==> src/rtl/vector_lsu.sv <==
// Vector load/store sequencer: walks one RVV memory instruction element by element,
// moving data between a 32-bit data-memory port and an element-granular VRF port.
module vector_lsu #(
    parameter int VLEN   = 128,
    parameter int ADDR_W = 32,
    parameter int IDXW   = $clog2(VLEN/8)
) (
    input  logic              clk,
    input  logic              rst,
    input  logic              i_start,
    input  logic              i_store,
    input  logic              i_stride_en,
    input  logic [ADDR_W-1:0] i_base,
    input  logic [31:0]       i_stride,
    input  logic [10:0]       i_sew,
    input  logic [31:0]       i_venum,
    input  logic [4:0]        i_vda,
    input  logic              i_exstall,
    output logic              o_busy,
    output logic              o_done,
    output logic              o_err,
    output logic              o_read_en,
    output logic              o_write_en,
    output logic [ADDR_W-1:0] o_memaddr,
    output logic [31:0]       o_write_data,
    output logic [3:0]        o_byte_en,
    input  logic [31:0]       i_read_data,
    output logic [4:0]        o_vrf_reg,
    output logic [IDXW-1:0]   o_vrf_idx,
    output logic              o_vrf_we,
    output logic [31:0]       o_vrf_wdata,
    input  logic [31:0]       i_vrf_rdata
);

    typedef enum logic [1:0] {IDLE, RUN, DONE} state_t;
    typedef enum logic [1:0] {SEW8, SEW16, SEW32, SEW_BAD} sew_t;

    function automatic sew_t decode_sew(input logic [10:0] sew);
        case (sew)
            11'h008: decode_sew = SEW8;
            11'h010: decode_sew = SEW16;
            11'h020: decode_sew = SEW32;
            default: decode_sew = SEW_BAD;
        endcase
    endfunction

    state_t            state, state_next;
    sew_t              sew_q;
    logic              store_q, stride_en_q, err_q;
    logic [ADDR_W-1:0] addr_q, step;
    logic [31:0]       stride_q, venum_q, cnt_q;
    logic [4:0]        vreg_q;
    logic [IDXW-1:0]   idx_q, last_idx;
    logic [1:0]        lane;
    logic [31:0]       load_elem, store_word;
    logic [3:0]        store_be;
    logic              misaligned, last_elem, run, fire;

    assign lane      = addr_q[1:0];
    assign last_elem = (cnt_q == venum_q - 32'd1);
    assign run       = (state == RUN);
    assign fire      = run && !i_exstall && !misaligned;

    // Per-SEW lane extraction, store replication, address step and register-group size.
    always_comb begin
        // NOTE: every combinational output gets a default first so no path infers a latch.
        load_elem  = i_read_data;
        store_word = i_vrf_rdata;
        store_be   = 4'b1111;
        step       = ADDR_W'(4);
        last_idx   = IDXW'(VLEN/32 - 1);
        misaligned = (lane != 2'b00);
        case (sew_q)
            SEW8: begin
                load_elem  = {24'd0, i_read_data[{lane, 3'b000} +: 8]};
                store_word = {4{i_vrf_rdata[7:0]}};
                store_be   = 4'b0001 << lane;
                step       = ADDR_W'(1);
                last_idx   = IDXW'(VLEN/8 - 1);
                misaligned = 1'b0;
            end
            SEW16: begin
                load_elem  = {16'd0, i_read_data[{lane[1], 4'b0000} +: 16]};
                store_word = {2{i_vrf_rdata[15:0]}};
                store_be   = 4'b0011 << lane;
                step       = ADDR_W'(2);
                last_idx   = IDXW'(VLEN/16 - 1);
                misaligned = lane[0];
            end
            default: ;
        endcase
        if (stride_en_q) step = ADDR_W'($signed(stride_q));
    end

    always_comb begin
        state_next = state;
        case (state)
            IDLE: begin
                if (i_start) begin
                    if (i_venum == 32'd0 || decode_sew(i_sew) == SEW_BAD) state_next = DONE;
                    else                                                  state_next = RUN;
                end
            end
            RUN:     if (!i_exstall && (misaligned || last_elem)) state_next = DONE;
            DONE:    state_next = IDLE;
            default: state_next = IDLE;
        endcase
    end

    always_ff @(posedge clk) begin
        if (rst) state <= IDLE;
        else     state <= state_next;
    end

    always_ff @(posedge clk) begin
        if (rst) begin
            sew_q       <= SEW8;
            store_q     <= 1'b0;
            stride_en_q <= 1'b0;
            err_q       <= 1'b0;
            addr_q      <= '0;
            stride_q    <= '0;
            venum_q     <= '0;
            cnt_q       <= '0;
            vreg_q      <= '0;
            idx_q       <= '0;
        end else begin
            case (state)
                IDLE: begin
                    if (i_start) begin
                        sew_q       <= decode_sew(i_sew);
                        store_q     <= i_store;
                        stride_en_q <= i_stride_en;
                        err_q       <= (decode_sew(i_sew) == SEW_BAD);
                        addr_q      <= i_base;
                        stride_q    <= i_stride;
                        venum_q     <= i_venum;
                        cnt_q       <= '0;
                        vreg_q      <= i_vda;
                        idx_q       <= '0;
                    end
                end
                RUN: begin
                    if (!i_exstall) begin
                        if (misaligned) begin
                            err_q <= 1'b1;
                        end else begin
                            addr_q <= addr_q + step;
                            cnt_q  <= cnt_q + 32'd1;
                            // Register groups wrap silently past v31.
                            if (idx_q == last_idx) begin
                                idx_q  <= '0;
                                vreg_q <= vreg_q + 5'd1;
                            end else begin
                                idx_q <= idx_q + 1'b1;
                            end
                        end
                    end
                end
                default: ;
            endcase
        end
    end

    assign o_busy       = (state == IDLE) ? i_start : 1'b1;
    assign o_done       = (state == DONE);
    assign o_err        = o_done && err_q;
    assign o_read_en    = fire && !store_q;
    assign o_vrf_we     = o_read_en;
    assign o_write_en   = fire && store_q;
    assign o_memaddr    = run ? addr_q : '0;
    assign o_vrf_reg    = run ? vreg_q : '0;
    assign o_vrf_idx    = run ? idx_q : '0;
    assign o_write_data = o_write_en ? store_word : '0;
    assign o_byte_en    = o_write_en ? store_be : '0;
    assign o_vrf_wdata  = o_read_en ? load_elem : '0;

endmodule

==> config.mk <==
export PLATFORM = sky130hd
export DESIGN_NAME = vector_lsu
export DESIGN_NICKNAME = d
export VERILOG_FILES = /design/src/rtl/vector_lsu.sv
export SDC_FILE = /design/constraint.sdc
export NUM_CORES = 1
export LEC_CHECK = 0
export CORE_ASPECT_RATIO = 2
export CORE_MARGIN = 2
export CORE_UTILIZATION = 49
export CTS_CLUSTER_SIZE = 14
export DETAILED_ROUTE_END_ITERATION = 8
export PLACE_DENSITY_LB_ADDON = 0.2
export SETUP_SLACK_MARGIN = 0.15
export SLEW_MARGIN = 20
export SYNTH_ARGS = -nofsm -noshare
export SYNTH_HDL_FRONTEND = slang
export SYNTH_SLANG_ARGS = --single-unit
export TNS_END_PERCENT = 1
==> constraint.sdc <==
create_clock -name clk -period 4.3 [get_ports clk]
set_input_delay 0.43 -clock clk [delete_from_list [all_inputs] [get_ports clk]]
set_output_delay 0.43 -clock clk [all_outputs]
set_load 0.005 [all_outputs]
==> results.cfg <==
[drt]
avgViaCountPerCell = 5.81
drc_errors = 0
drt_iter0_markers = 621
vias = 11100
route.antenna.remaining_nets = 0
first_pass_iters = 5
wl_per_cell_um = 19.4
drt_wl_total_um = 37000

[cts]
tritoncts = yes
cts.sinks = 144
numCtsBuffers = 17
cts_max_level = 4
cts_setup_buffers = 0
ctsLongestPathBuffers = 2
clk_latency_ns = 0.43
cts_resized = 0
path_clk_slew_ns = 0.07
root_buffer = clkbuf_16
hold_buffers = 0

[sta]
slew_viol_final = 0
rsz0062_at_grt = false
fin_skew_ns = 0.00775
timing.fmax_ghz = 0.276
finalCritPeriodShare_pct = 84.3
worst_slack_ns = 0.674
relSlewSlack_pct = 32.9
hold_violations = 0
layout_min_cycle_time_ns = 3.63
hold_slack_ns = 0.453
tightest_slew_ns = 1.01
finalSetupTns_ns = 0
setup_viol = 0

[power]
power_frac_clock_pct = 33.3
p_sw_share_pct = 35.6
finalPower_mw = 4.35
internal_power_mw = 2.80
leakage_nw = 5.31
switching_power_mw = 1.55
power_density_nw_per_um2 = 317
ir_drop_mv = 0.272
pwr-share-comb_pct = 30.5
p_seq_share_pct = 36.2

[yosys]
syn_area_per_cell_um2 = 7.25
synth-seq-cells = 144
synth_edf_count = 0
synth_nets = 1604
yosys_warnings = 0
ys.flop_type = dfxtp_1
netlist_instances = 1386
yosysUniqueCellTypes = 69
synth-seq-area-share_pct = 28.7
syn-cell-area_um2 = 10000
async_flop_share_pct = 0

[setup_path]
critPathLaunch = addr_q[0]
start_kind = flip-flop
cp_max_fo = 18
crit_path_end_kind = primary output
crit_required_ns = 3.87
critPathKind = reg -> out
rr_startpoint = stride_en_q
cp.arrival_ns = 3.20

[place]
dp_hpwl_um = 28000
numPortBuffers = 296
place_congestion = 1.02
place_area_um2 = 13200
dp_slack_ns = 0.827
placed_cells = 1875

[global_routing]
grt_max_degree = 81
antenna_found_initial = 0
grt_util_all_layers_pct = 33.6
grt_pass1_vias = 10900
grt_overflow = 0
grt_pass1_wl_um = 57700

[cells_and_area]
fillerInstances = 1789
multi_input_area_um2 = 6750
seq_area_um2 = 2880
n_antenna_cell = 0
layout.nets = 1846
instances_no_fill = 1907
drive_gt1_share_pct = 4.51
fin_area_um2 = 13700
synthToLayoutAreaGrowth_pct = 36.7
fin_util_pct = 67.7

[floorplanning]
dieArea_um2 = 21700
io_pins = 297
die_h_um = 206
die_w_um = 105
core-area_um2 = 20300
start_util_pct = 49.5
core.rowCount = 74

[hold_path]
min_path_type = reg -> reg
hold_start = stride_q[20]

[job]
maxCapViolations = 0

[run_status]
status = complete, no violations
## final timing paths
| kind | to | slack, ns | cells after the start |
|---|---|---|---|
| setup / recovery | o_vrf_wdata[30] | 0.67 | 6 |
| setup reg to reg | addr_q[27] | 0.67 | 11 |
| hold reg to reg | stride_q[20] | 0.45 | 2 |
| hold / removal | stride_q[20] | 0.45 | 2 |
## critical path, cell delays in order (launching register included)
cell and delay (ns):
dfxtp_1 0.41, o21ai_0 0.28, nand3_1 0.27, or3_1 0.64, inv_1 0.44, and3_1 0.22
clkdlybuf4s50_1 0.51
## layout make-up
| type | count | share of cell area (%) |
|---|---|---|
| multi-input cells | 1132 | 49.2 |
| well taps | 266 | 2.42 |
| flip-flops and latches | 144 | 21.0 |
| repair buffers | 319 | 22.8 |
| inverters | 14 | 0.383 |
| clock inverters | 15 | 1.08 |
| clock buffers | 17 | 3.10 |
## cells in the mapped netlist, types with 12 or more instances
cell type  count  area [um2]
and3_1        39         244
a31oi_1       12        75.1
or3_1         16         100
nor3_1        26         130
a21oi_1      142         711
inv_1         14        52.6
xor2_1        47         412
nor2_1       121         454
and2_1        77         482
nand3_1       45         225
a22oi_1       20         150
o21ai_0       64         320
nand4_1       17         106
ha_1          35         438
xnor2_1       49         429
dfxtp_1      144        2880
nand2_1      233         875
mux2i_1       30         300
nor4_1        20         125
clkbuf_1      90         338
## metal layers
metal,GRT usage (%),up-vias,share of wire (%),wire [um]
met3,4.64,81,4.9,1810
met2,63.6,386,53,19700
met5,0,-,0,0
li1,-,5368,-,-
met4,13.1,0,3.7,1350
met1,37.3,5240,38,14100
## cell usage in the layout, fill, tap and decap left out, drive strengths merged, types with 18 or more instances in the layout
cell type,instances
nand3,45
clkdlybuf4s50,295
dfxtp,144
or3,18
nor3,26
ha,35
buf,24
and3,39
xor2,47
and2,77
nor2,121
a22oi,20
xnor2,49
mux2i,30
inv,22
o21ai,66
nor4,21
a21oi,143
nand2,233
## flip-flops by register name, summed over array words and instances (netlist names)
name / count
addr_q: 32
cnt_q: 32
stride_q: 32
venum_q: 32
vreg_q: 5
idx_q: 4
sew_q: 2
state: 2
err_q: 1
store_q: 1
stride_en_q: 1
## logic make-up (layout without fill, tap and decap cells)
group	Yosys count	after routing	share of synthesized area, %
flops	144	144	28.7
mux	31	31	3.10
xor+xnor	96	96	8.37
buf+inv	110	365	4.26
compound gates	332	332	20.4
simple gates	637	637	30.6
fa+ha+maj	36	36	4.56
## power groups by stage
stage / clock network [mW] / logic, mW / registers [mW]
detailed placement: 0 / 1.31 / 1.60
finish: 1.45 / 1.33 / 1.57
global route: 1.52 / 1.45 / 1.58
CTS: 1.45 / 1.32 / 1.57
global placement: 0 / 1.29 / 1.60
floorplan: 0 / 0.824 / 1.54
(Power assumes the default switching activity.)
